$ cat src/rtl/stopwatch_pkg.sv
// Shared types and constants for the stopwatch BCD counter.
package stopwatch_pkg;

    typedef enum logic [1:0] {
        IDLE  = 2'd0,
        RUN   = 2'd1,
        PAUSE = 2'd2
    } sw_state_e;

    typedef logic [3:0] bcd_digit_t;

    localparam int CS_MAX  = 99;
    localparam int SEC_MAX = 59;

    // Converts a binary value 0..99 into a packed pair of BCD digits {tens, ones}.
    function automatic logic [7:0] to_bcd(input int unsigned v);
        return {bcd_digit_t'(v / 10), bcd_digit_t'(v % 10)};
    endfunction

endpackage

$ cat src/rtl/bcd_digit_counter.sv
// Two-digit BCD counter with enable, a configurable terminal value and a
// carry-out that fires on the enabled step that wraps the pair back to 00.
module bcd_digit_counter #(
    parameter int MAX_VAL = 99
) (
    input  logic       clk,
    input  logic       reset,
    input  logic       clear_i,
    input  logic       en_i,
    output logic [7:0] bcd_o,
    output logic       carry_o
);
    import stopwatch_pkg::*;

    localparam logic [7:0] TERM = to_bcd(MAX_VAL);

    bcd_digit_t ones_q, ones_d;
    bcd_digit_t tens_q, tens_d;
    logic       at_term;

    assign at_term = ({tens_q, ones_q} == TERM);
    assign carry_o = en_i && at_term;
    assign bcd_o   = {tens_q, ones_q};

    // Next-digit logic: clear wins, otherwise step with decimal carry between digits.
    always_comb begin
        // NOTE: every output of a combinational block gets a default first so no latch is inferred.
        ones_d = ones_q;
        tens_d = tens_q;
        if (clear_i) begin
            ones_d = '0;
            tens_d = '0;
        end else if (en_i) begin
            if (at_term) begin
                ones_d = '0;
                tens_d = '0;
            end else if (ones_q == 4'd9) begin
                ones_d = '0;
                tens_d = tens_q + 4'd1;
            end else begin
                ones_d = ones_q + 4'd1;
            end
        end
    end

    // Digit registers with synchronous reset.
    always_ff @(posedge clk) begin
        // NOTE: sequential state uses non-blocking assignments so all registers update together.
        if (reset) begin
            ones_q <= '0;
            tens_q <= '0;
        end else begin
            ones_q <= ones_d;
            tens_q <= tens_d;
        end
    end

endmodule

$ cat src/rtl/stopwatch_bcd_counter.sv
// Stopwatch counting MM:SS.CC in BCD with run/pause/clear control and a
// wrap indicator. Optional lap-freeze feature enabled by STOPWATCH_LAP_EN.
module stopwatch_bcd_counter #(
    parameter int MAX_MIN    = 59,
    parameter int OVF_STICKY = 1
) (
    input  logic       clk,
    input  logic       reset,
    input  logic       tick_100hz,
    input  logic       start_stop,
    input  logic       clear,
`ifdef STOPWATCH_LAP_EN
    input  logic       lap,
    output logic       lap_frozen,
`endif
    output logic [7:0] cs_bcd,
    output logic [7:0] sec_bcd,
    output logic [7:0] min_bcd,
    output logic       running,
    output logic       overflow
);
    import stopwatch_pkg::*;

    sw_state_e  state_q, state_d;
    logic       running_q;
    logic       overflow_q, overflow_d;
    logic       count_en;
    logic       cs_carry, sec_carry, wrap;
    logic [7:0] cs_live, sec_live, min_live;

    // Ticks count against the state before any transition on this edge.
    assign count_en = tick_100hz && (state_q == RUN) && !clear;

    bcd_digit_counter #(.MAX_VAL(CS_MAX)) u_cs (
        .clk     (clk),
        .reset   (reset),
        .clear_i (clear),
        .en_i    (count_en),
        .bcd_o   (cs_live),
        .carry_o (cs_carry)
    );

    bcd_digit_counter #(.MAX_VAL(SEC_MAX)) u_sec (
        .clk     (clk),
        .reset   (reset),
        .clear_i (clear),
        .en_i    (cs_carry),
        .bcd_o   (sec_live),
        .carry_o (sec_carry)
    );

    bcd_digit_counter #(.MAX_VAL(MAX_MIN)) u_min (
        .clk     (clk),
        .reset   (reset),
        .clear_i (clear),
        .en_i    (sec_carry),
        .bcd_o   (min_live),
        .carry_o (wrap)
    );

    // Next-state and overflow logic; clear overrides start_stop.
    always_comb begin
        state_d    = state_q;
        overflow_d = overflow_q;
        if (clear) begin
            state_d    = IDLE;
            overflow_d = 1'b0;
        end else begin
            if (start_stop) begin
                case (state_q)
                    IDLE:    state_d = RUN;
                    RUN:     state_d = PAUSE;
                    PAUSE:   state_d = RUN;
                    default: state_d = IDLE;
                endcase
            end
            if (OVF_STICKY != 0) overflow_d = overflow_q || wrap;
            else                 overflow_d = wrap;
        end
    end

    // State, running decode and overflow registers.
    always_ff @(posedge clk) begin
        if (reset) begin
            state_q    <= IDLE;
            running_q  <= 1'b0;
            overflow_q <= 1'b0;
        end else begin
            state_q    <= state_d;
            running_q  <= (state_d == RUN);
            overflow_q <= overflow_d;
        end
    end

    assign running  = running_q;
    assign overflow = overflow_q;

`ifdef STOPWATCH_LAP_EN
    logic        frozen_q, frozen_d;
    logic [23:0] snap_q, snap_d;

    // Lap toggles the freeze while running; any lap releases; clear releases.
    always_comb begin
        frozen_d = frozen_q;
        snap_d   = snap_q;
        if (clear) begin
            frozen_d = 1'b0;
        end else if (lap) begin
            if (frozen_q) begin
                frozen_d = 1'b0;
            end else if (state_q == RUN) begin
                frozen_d = 1'b1;
                snap_d   = {min_live, sec_live, cs_live};
            end
        end
    end

    // Freeze flag and captured display value.
    always_ff @(posedge clk) begin
        if (reset) begin
            frozen_q <= 1'b0;
            snap_q   <= '0;
        end else begin
            frozen_q <= frozen_d;
            snap_q   <= snap_d;
        end
    end

    assign lap_frozen = frozen_q;
    assign min_bcd    = frozen_q ? snap_q[23:16] : min_live;
    assign sec_bcd    = frozen_q ? snap_q[15:8]  : sec_live;
    assign cs_bcd     = frozen_q ? snap_q[7:0]   : cs_live;
`else
    assign min_bcd = min_live;
    assign sec_bcd = sec_live;
    assign cs_bcd  = cs_live;
`endif

endmodule

$ cat config.mk
export PLATFORM = sky130hd
export DESIGN_NAME = stopwatch_bcd_counter
export DESIGN_NICKNAME = d
export VERILOG_FILES = /design/src/rtl/stopwatch_pkg.sv /design/src/rtl/bcd_digit_counter.sv /design/src/rtl/stopwatch_bcd_counter.sv
export SDC_FILE = /design/constraint.sdc
export NUM_CORES = 1
export LEC_CHECK = 0
export BUFFER_PORTS_ARGS = -buffer_cell sky130_fd_sc_hd__buf_4
export CORE_ASPECT_RATIO = 0.9
export CORE_MARGIN = 3
export CORE_UTILIZATION = 53
export DETAILED_ROUTE_END_ITERATION = 8
export GPL_TIMING_DRIVEN = 0
export PLACE_DENSITY = 0.78
export REMOVE_ABC_BUFFERS = 1
export SKIP_CTS_REPAIR_TIMING = 1
export SYNTH_ARGS = -nofsm -noshare
export SYNTH_HDL_FRONTEND = slang
export SYNTH_SLANG_ARGS = --single-unit
export TNS_END_PERCENT = 5
$ cat constraint.sdc
create_clock -name clk -period 2.1 [get_ports clk]
set_input_delay 0.315 -clock clk [delete_from_list [all_inputs] [get_ports clk]]
set_output_delay 0.315 -clock clk [all_outputs]
set_load 0.01 [all_outputs]
Word level (Yosys, flattened, before mapping)

Cells that the tools add are included.

Register bits: 28
Input bits: 5
Latch bits: 0
RAM bits: 0
Memories: 0
ROM bits: 0

Reductions and logical operators: 16
Multipliers: 0
Shifts and indexed selects: 0
Bitwise logic cells: 0
Multiplexer cells: 15
Eq/ne operators: 9
Order comparisons: 0
Div/mod/pow operators: 0
Add/sub/neg operators: 6

Operators by type and width:

| operator            | number |
|---|---|
| $mux 4              | 12 |
| $add 4x1->4 const B | 6 |
| $eq 8x7->1 const B  | 2 |
| $eq 4x4->1 const B  | 3 |
| $eq 8x8->1 const B  | 1 |
| $reduce_and 2->1    | 3 |
| $reduce_bool 2->1   | 3 |
| $logic_and 1x1->1   | 5 |
| $eq 2x1->1 const B  | 2 |
| $mux 2              | 2 |
| $pmux 2 s2          | 1 |
| $reduce_or 2->1     | 2 |
| $eq 2x2->1 const B  | 1 |
| $logic_not 2->1     | 1 |
| $logic_not 1->1     | 1 |
| $logic_or 1x1->1    | 1 |

Longest topological paths before layout

Gate-level depths: netlist of the first run.

Depth after elaboration: 7
Mapped depth: 7
Mapped depth without buffers: 6

Hierarchy

Synthesis of the first run repeated with hierarchy kept, for this count alone.

Cells, all modules: 162
Area total of the unflattened synthesis: 1475.2 µm²

Modules (own cells, without submodules):

| module                         | times used | cells each | area an instance (µm²) | sequential area each (µm²) |
|---|---|---|---|---|
| bcd_digit_counter at u_min ... | 2          | 48         | 434.2                  | 160.2 |
| bcd_digit_counter at u_cs      | 1          | 51         | 445.4                  | 160.2 |
| stopwatch_bcd_counter          | 1          | 15         | 161.4                  | 80.1 |

Worst setup path after synthesis of the first run

No wires, ideal clock.

Path kind: register to register
Start: register u_cs.tens_q[0]
End: register u_min.ones_q[2]
Required time: 2029 ps
Path slack: 270 ps
Arrival time: 1760 ps
Cell stages (with the launch flop): 7
Setup time: 71 ps
Cells stage by stage: dfxtp_1 ha_1 and3b_1 nand4_4 buf_6 or4_1 a21oi_1

Word-level cells in the longest chain between the ends: 3

Ends and longest elaborated chain:

| element                         | RTL line                | source |
|---|---|---|
| start: declaration              | bcd_digit_counter.sv:18 | `bcd_digit_t tens_q, tens_d;` |
| start signal: assignment        | bcd_digit_counter.sv:54 | `tens_q <= tens_d;` |
| $eq 8x8->1                      | bcd_digit_counter.sv:21 | `assign at_term = ({tens_q, ones_q} == TERM);` |
| $logic_and 1x1->1 (2 in series) | bcd_digit_counter.sv:22 | `assign carry_o = en_i && at_term;` |
| end signal: assignment          | bcd_digit_counter.sv:53 | `ones_q <= ones_d;` |
| end: declaration                | bcd_digit_counter.sv:17 | `bcd_digit_t ones_q, ones_d;` |

Every way passes these cells.
A chain may end at the register's enable or synchronous reset.

Worst setup path after layout of the first run

Start: register u_cs.tens_q[1]
End: register u_min.ones_q[2]

Same word-level chain as after synthesis.

==> results.cfg, run 1 <==
[synthesis]
synth.avg_cell_area_um2 = 8.74
async_flop_share_pct = 0
synth_fa_ha_area_share_pct = 10.2
yosys.area.top_type = dfxtp_1
synth_top_area_share_pct = 37.9
yosysUniqueCellTypes = 38
netlist_instances = 169
yosys_warnings = 0
synth_area_leaders = dfxtp_1 38%, ha_1 10%, a21oi_1 6.8%
synthFlopType = dfxtp_1
netlist_area_um2 = 1480
yosysSeqAreaShare_pct = 37.9
synth_mux_area_share_pct = 1.35
synth-edff-count = 0
synth_xor_area_share_pct = 1.19
synth_simple_gate_area_share_pct = 30.8
synth_compound_area_share_pct = 14.6
synth_top_family_by_area = simple AND/OR/NAND/NOR gates
synth_seq_cells = 28

[floorplanning]
die_h_um = 56.1
core_um2 = 2550
row_count = 17
die_w_um = 61.7
pin_count = 31
initial_utilization_pct = 57.9
dieArea_um2 = 3460

[placement]
place_congestion = 0.795
place_area_um2 = 1710
io_buffers = 30
place_hpwl_um = 2270
dp.cells = 221

[global_route]
grtUsageTotal_pct = 19.9
grt_pass1_vias = 1229
grt_pass1_wl_um = 5430
grt_antenna_before_repair = 0
grt_start_max_net_pins = 28
grt_remaining_overflow = 0

[timing]
drv_slew = 0
setup-violations-final = 0
rsz0062_at_grt = no
slew_headroom_pct = 64.5
hold_violations = 0
setup_tns_ns = 0
holdWs_ns = 0.266
fmax_mhz = 507
fin_skew_ns = 0.0104
worst_pin_slew_ns = 0.532
timing.final.crit_share_pct = 93.9
layout_min_cycle_time_ns = 1.97

[clock_tree]
cts_tree = done
cts_sinks = 28
clock_latency_ns = 0.33
h-tree-depth = 1
cts_buffers = 3
cts_buffer_depth = 2
cts.clk_slew.worst_paths_ns = 0.15
clockRootBuffer = clkbuf_4

[min_path]
hp-start = start_stop
min_path_type = in -> reg

[setup_path]
start_kind = flop
crit_fanout = 11
cp.arrival_ns = 2.23
startpoint = u_cs.tens_q[1]$_SDFFE_PP0P_
r2r-start = u_cs.tens_q[1]$_SDFFE_PP0P_
worstSetupEndpointType = flop
crit_family = simple AND/OR/NAND/NOR gates
required_ns = 2.36
worst_path_max_delay_cell = or4_1
path_cells = inv_1 -> ha_1 -> and3b_1 -> nand4_4 -> or4_1 -> a21oi_1
crit_type = reg -> reg
path_buf_inv = 1
cp_slowest_stage_delay_ns = 0.54

[finish]
fill_cells = 222
design_area_um2 = 1760
drive_above_1_share_pct = 21.2
postLayoutCoreUtil_pct = 68.8
nets = 216
layout_common_cells = 30 x buf_4, 27 x dfxtp_1, 20 x a21oi_1
diodes = 0
layout_commonest_cell = buf_4
stdcell_count = 226
synthToLayoutAreaGrowth_pct = 18.9

[routing]
vias_per_cell = 5.93
initialDrtViolationCount = 80
ant_nets = 0
drc = 0
vias = 1340
drt_pass1_iterations = 4
post_drt_wl_per_cell_um = 14.7
drt-total-wl_um = 3330

[power_and_ir_drop]
leakage_nw = 0.691
powerDensity_nw_per_um2 = 472
ir_drop_uv = 508

[flow_run]
drv_cap = 0

[run_status]
outcome = finished clean
[final timing paths]
kind	to	slack (ns)	cells past startpoint
worst min register to register	overflow$_SDFF_PP0_	0.49	2
worst max register to register	u_min.ones_q[2]$_SDFFE_PP0P_	0.13	6
worst max-delay path	u_min.ones_q[2]$_SDFFE_PP0P_	0.13	6
worst min-delay path	state_q[0]$_SDFF_PP0_	0.27	3
[flip-flops by register name, summed over array words and instances (netlist names)]
name	count
u_min.ones_q	4
u_min.tens_q	4
u_sec.tens_q	4
running	1
u_sec.ones_q	4
state_q	2
overflow	1
u_cs.ones_q	4
u_cs.tens_q	4
[Yosys cell counts, drive strengths merged (6+ instances only)]
library cell / n
a21oi: 20
and3b: 6
dfxtp: 28
ha: 12
inv: 7
nand2: 11
nand3: 7
nor2: 15
nor3: 7
o21ai: 10
or4: 7
[per-stage QoR]
step	power, W	setup WS (ns)
after CTS	0.000839	0.0172
after detailed placement	0.000576	0.0773
final	0.000829	0.128
after global placement	0.000575	0.140
after floorplan	0.000562	0.270
after global routing	0.000864	0.0127
[power by group]
| group | leakage [nW] | switching (W) | total [W] | internal [W] |
|---|---|---|---|---|
| logic | 0.443 | 0.0000172 | 0.0000292 | 0.0000119 |
| registers | 0.226 | 0.00000173 | 0.000535 | 0.000534 |
| clock network | 0.0210 | 0.000158 | 0.000264 | 0.000106 |
[cells by family (layout without fill, tap and decap cells)]
| kind of cell | Yosys count | in the layout |
|---|---|---|
| compound gates | 38 | 38 |
| xor+xnor | 2 | 2 |
| fa+ha+maj | 12 | 12 |
| buf+inv | 13 | 41 |
| flops | 28 | 28 |
| mux | 2 | 2 |
| simple gates | 74 | 75 |
[tightest hold or removal path: stages]
cell,delay (ns)
buf_4,0.10
or2b_1,0.09
a21oi_1,0.05
[per-layer routing]
metal / part of all wire (%) / wire length [µm] / GRT usage [%]
met5: 0 / 0 / 0
met1: 45 / 1490 / 26.4
met2: 49 / 1620 / 32.0
met4: 1.0 / 34 / 3.94
met3: 5.4 / 178 / 5.34
[layout make-up]
type / count / area, µm² / area share (%)
Tap cell: 28 / 35.0 / 1.99
Timing Repair Buffer: 30 / 225 / 12.8
Inverter: 7 / 26.3 / 1.50
Clock buffer: 4 / 36.3 / 2.07
Sequential cell: 28 / 562 / 32.0
Multi-Input combinational cell: 129 / 872 / 49.6
No activity file was read; power rests on OpenSTA's default activity.
==> inputs of run 2 (changes only) <==
--- a/config.mk
+++ b/config.mk
@@ -13,5 +13,4 @@
 export GPL_TIMING_DRIVEN = 0
 export PLACE_DENSITY = 0.78
-export REMOVE_ABC_BUFFERS = 1
 export SKIP_CTS_REPAIR_TIMING = 1
 export SYNTH_ARGS = -nofsm -noshare
==> constraint.sdc (replaced) <==
create_clock -name clk -period 2.1 [get_ports clk]
set_input_delay 0 -clock clk [delete_from_list [all_inputs] [get_ports clk]]
set_output_delay 0 -clock clk [all_outputs]
set_load 0.01 [all_outputs]
==> run 2 against run 1 <==
  * Critical path depth up 1
  * Clock-buffer cell count unchanged
  * Final area up 2.8%
==> results.cfg, run 2 (same netlist as run 1, synthesis figures left out) <==
[finish]
fill_cells = 208
drive_above_1_share_pct = 20.9
layout_common_cells = 30 x buf_4, 27 x dfxtp_1, 20 x a21oi_1
layout_commonest_cell = buf_4
multi_input_area_um2 = 860
nets = 224
synthToLayoutAreaGrowth_pct = 22.2
diodes = 0
design_area_um2 = 1810
ff_latch_area_um2 = 562
postLayoutCoreUtil_pct = 70.7

[timing]
slew_headroom_pct = 67.7
hold_violations = 0
fmax_mhz = 511
fin_skew_ns = 0.0111
layout_min_cycle_time_ns = 1.96
drv_slew = 0
worst_pin_slew_ns = 0.484
setup-violations-final = 0
setup_tns_ns = 0
rsz0062_at_grt = no
timing.final.crit_share_pct = 93.2

[routing]
vias = 1372
ant_nets = 0
drt-total-wl_um = 3370
drc = 0
vias_per_cell = 5.86
initialDrtViolationCount = 62
drt_pass1_iterations = 4
post_drt_wl_per_cell_um = 14.4

[clock_tree]
cts_sinks = 28
cts_tree = done
clockRootBuffer = clkbuf_4
h-tree-depth = 1
cts_buffer_depth = 2
cts.clk_slew.worst_paths_ns = 0.15
clock_latency_ns = 0.34
cts_buffers = 3

[flow_run]
drv_cap = 0

[global_route]
grt_start_max_net_pins = 16
grtUsageTotal_pct = 21.1
grt_antenna_before_repair = 0
grt_pass1_vias = 1316
grt_pass1_wl_um = 5710
grt_remaining_overflow = 0

[placement]
place_area_um2 = 1740
io_buffers = 30
place_hpwl_um = 2470
place_congestion = 0.806

[power_and_ir_drop]
powerDensity_nw_per_um2 = 464
switching_power_w = 0.000182
power.share.switching_pct = 21.7
seq_power_share_pct = 63.9
leakage_nw = 0.707
pwr-share-clk_pct = 31.8
intPower_w = 0.000657
ir_drop_uv = 359
finalPower_w = 0.000838
power_frac_comb_pct = 4.3

[min_path]
min_path_type = in -> reg

[floorplanning]
dieArea_um2 = 3460
initial_utilization_pct = 57.9
pin_count = 31
die_h_um = 56.1
core_um2 = 2550
die_w_um = 61.7
row_count = 17

[setup_path]
path_cells = inv_1 -> ha_1 -> and3b_1 -> nand4_4 -> buf_6 -> or4_1 -> a21oi_1
cp_slowest_stage_delay_ns = 0.50
crit_type = reg -> reg
worstSetupEndpointType = flop
start_kind = flop
path_buf_inv = 2
worst_path_max_delay_cell = or4_1
cp.arrival_ns = 2.24
crit_family = simple AND/OR/NAND/NOR gates
required_ns = 2.38
crit_fanout = 10

[run_status]
outcome = finished clean

[synthesis]
syn_nets = 186
run 2: power groups by stage:
stage	combinational [W]	clock [W]	sequential (W)
after floorplan	0.0000164	0	0.000547
after global placement	0.0000306	0	0.000547
after detailed placement	0.0000314	0	0.000547
after CTS	0.0000313	0.000279	0.000536
after global routing	0.0000396	0.000308	0.000536
final	0.0000361	0.000267	0.000535
run 2: path summary, 6_finish.rpt:
| path | from | end | slack (ns) | depth (start not counted) |
|---|---|---|---|---|
| setup reg to reg | u_cs.tens_q[1]$_SDFFE_PP0P_ | u_min.ones_q[2]$_SDFFE_PP0P_ | 0.14 | 7 |
| hold / removal | clear | u_sec.ones_q[2]$_SDFFE_PP0P_ | 0.14 | 5 |
| hold reg to reg | overflow$_SDFF_PP0_ | overflow$_SDFF_PP0_ | 0.49 | 2 |
| setup / recovery | u_cs.tens_q[1]$_SDFFE_PP0P_ | u_min.ones_q[2]$_SDFFE_PP0P_ | 0.14 | 7 |
run 2: per-stage QoR:
stage / cells / setup WS (ns) / hold WS [ns]
final: 234 / 0.144 / 0.136
after detailed placement: 227 / 0.164 / 0.298
after CTS: 231 / 0.108 / -0.0776
after global placement: 227 / 0.191 / 0.294
after floorplan: 169 / 0.270 / 0.162
after global routing: 234 / 0.0100 / 0.127
run 2: routing by layer:
layer / vias to the layer above / part of all wire [%] / GRT usage [%]
li1: 688 / - / -
met1: 639 / 46 / 27.5
met2: 41 / 49 / 33.0
met3: 4 / 5.1 / 6.03
met4: 0 / 0.74 / 6.67
met5: - / 0 / 0
run 2: final cells by class:
cell class                      instances  area share [%]
Buffer                                  6            1.73
Clock buffer                            4            2.01
Inverter                                7            1.46
Multi-Input combinational cell        128            47.6
Sequential cell                        28            31.1
Tap cell                               28            1.94
Timing Repair Buffer                   33            14.1
run 2: worst register-to-register path, delay by kind of cell (launching register included):
kind                       cells  cell delay (ns)
and+or+nand+nor                3             0.91
DFF                            1             0.38
buffers and inverters          2             0.23
adders and majority gates      1             0.21
AOI/OAI and AO/OA              1             0.16
==> inputs of run 3 (changes only) <==
Settings changed: PLACE_DENSITY 0.78 to 0.8, SLEW_MARGIN set to 20.
==> run 3 against run 2 <==
  * Sequential power about the same
  * Non-clock buffer count is the same
  * Setup slack better by 0.020 ns
  * Global-route usage grew 0.93 points
  * Clock skew decreased by 0.0040 ns
  * Via count is 0.44% higher
  * Register-to-register slack better by 0.02 ns
  * Combinational power is 1% higher
  * Maximum frequency grew 1.0%
==> results.cfg, run 3 (same netlist as run 1, synthesis figures left out) <==
[clock_tree]
clock_latency_ns = 0.33
cts_buffers = 3
cts.clk_slew.worst_paths_ns = 0.15
cts_sinks = 28
cts_buffer_depth = 2
clockRootBuffer = clkbuf_4
h-tree-depth = 1
cts_tree = done

[setup_path]
crit_fanout = 10
start_kind = flop
cp.arrival_ns = 2.21
worst_path_max_delay_cell = or4_1
startpoint = u_cs.tens_q[1]$_SDFFE_PP0P_
rr_worst_depth = 7
rr_endpoint = u_min.tens_q[1]$_SDFFE_PP0P_
cp_slowest_stage_delay_ns = 0.50
worstSetupEndpointType = flop
crit_end = u_min.tens_q[1]$_SDFFE_PP0P_
path_cells = inv_1 -> ha_2 -> and3b_2 -> nand4_4 -> buf_6 -> or4_1 -> a21oi_1
r2r-start = u_cs.tens_q[1]$_SDFFE_PP0P_
required_ns = 2.38
r2r_slack_ns = 0.16
crit_type = reg -> reg

[finish]
fill_cells = 215
postLayoutCoreUtil_pct = 70.9
nets = 224
drive_above_1_share_pct = 22.3
design_area_um2 = 1810
diodes = 0
synthToLayoutAreaGrowth_pct = 22.5
layout_common_cells = 30 x buf_4, 26 x dfxtp_1, 20 x a21oi_1
layout_commonest_cell = buf_4

[placement]
place_hpwl_um = 2520
place_congestion = 0.813
io_buffers = 30
place_area_um2 = 1740

[power_and_ir_drop]
ir_drop_uv = 564
leakage_nw = 0.706
powerDensity_nw_per_um2 = 464

[timing]
layout_min_cycle_time_ns = 1.94
hold_violations = 0
fin_skew_ns = 0.00713
timing.final.crit_share_pct = 92.2
rsz0062_at_grt = no
holdWs_ns = 0.128
setup_tns_ns = 0
drv_slew = 0
fmax_mhz = 516
setup-violations-final = 0
slew_headroom_pct = 65.5
worst_pin_slew_ns = 0.517

[routing]
post_drt_wl_per_cell_um = 14.8
drc = 0
initialDrtViolationCount = 57
drt-total-wl_um = 3470
drt_pass1_iterations = 4
ant_nets = 0
vias_per_cell = 5.89
vias = 1378

[global_route]
grt_start_max_net_pins = 16
grt_remaining_overflow = 0
grt_pass1_wl_um = 6040
grt_pass1_vias = 1357
grtUsageTotal_pct = 22.1
grt_antenna_before_repair = 0

[flow_run]
drv_cap = 0

[floorplanning]
die_h_um = 56.1
dieArea_um2 = 3460
die_w_um = 61.7
initial_utilization_pct = 57.9
core_um2 = 2550
row_count = 17
pin_count = 31

[min_path]
hold_depth = 5
min_path_type = in -> reg

[run_status]
outcome = finished clean

[synthesis]
syn_nets = 186
run 3: cell types whose count changed in the layout (fill, tap and decap cells not counted):
| cell | before | now |
|---|---|---|
| and3b_1 | 5 | 4 |
| and3b_2 | 1 | 2 |
| dfxtp_1 | 27 | 26 |
| dfxtp_2 | 1 | 2 |
| ha_1 | 12 | 11 |
| ha_2 | 0 | 1 |
run 3: power by group:
| part | switching [W] | internal [W] | total (W) |
|---|---|---|---|
| registers | 0.00000178 | 0.000534 | 0.000535 |
| logic | 0.0000198 | 0.0000168 | 0.0000366 |
| clock network | 0.000161 | 0.000106 | 0.000267 |
run 3: per-stage QoR:
| step | setup WS (ns) | instances | power [W] |
|---|---|---|---|
| 5_1_grt | 0.0127 | 234 | 0.000880 |
| 6_report | 0.164 | 234 | 0.000839 |
| 3_5_place_dp | 0.0918 | 227 | 0.000579 |
| 4_1_cts | 0.0489 | 231 | 0.000840 |
| 3_3_place_gp | 0.194 | 227 | 0.000577 |
| 2_1_floorplan | 0.270 | 169 | 0.000563 |
run 3: how the worst min path moves through the flow:
stage	slack [ns]	to	start
after detailed placement	0.31	state_q[1]$_SDFF_PP0_	start_stop
final	0.13	u_sec.ones_q[2]$_SDFFE_PP0P_	clear
after global routing	0.12	u_sec.ones_q[2]$_SDFFE_PP0P_	clear
after global placement	0.29	state_q[0]$_SDFF_PP0_	start_stop
after floorplan	0.16	state_q[1]$_SDFF_PP0_	start_stop
after CTS	-0.06	state_q[1]$_SDFF_PP0_	start_stop
run 3: area by class of cell:
class,instances,area (µm²),share of cell area [%]
Buffer,6,31.3,1.73
Timing Repair Buffer,33,255,14.1
Clock buffer,4,36.3,2.00
Multi-Input combinational cell,128,863,47.7
Sequential cell,28,563,31.1
Inverter,7,26.3,1.45
Tap cell,28,35.0,1.94
run 3: worst max-delay path, delay by kind of cell, from the launching register on:
kind | cells | cell delay (ns)
AND/OR/NAND/NOR | 3 | 0.89
adder cells (fa/ha/maj) | 1 | 0.21
flip-flops | 1 | 0.38
buffers and inverters | 2 | 0.25
AO/OA/AOI/OAI | 1 | 0.15
run 3: metal layers:
layer | global-route usage (%) | wire [µm] | vias to the layer above
met4 | 3.33 | 21 | 0
met2 | 36.8 | 1700 | 39
met3 | 4.64 | 177 | 2
met5 | 0 | 0 | -
li1 | - | - | 690
met1 | 29.2 | 1560 | 647
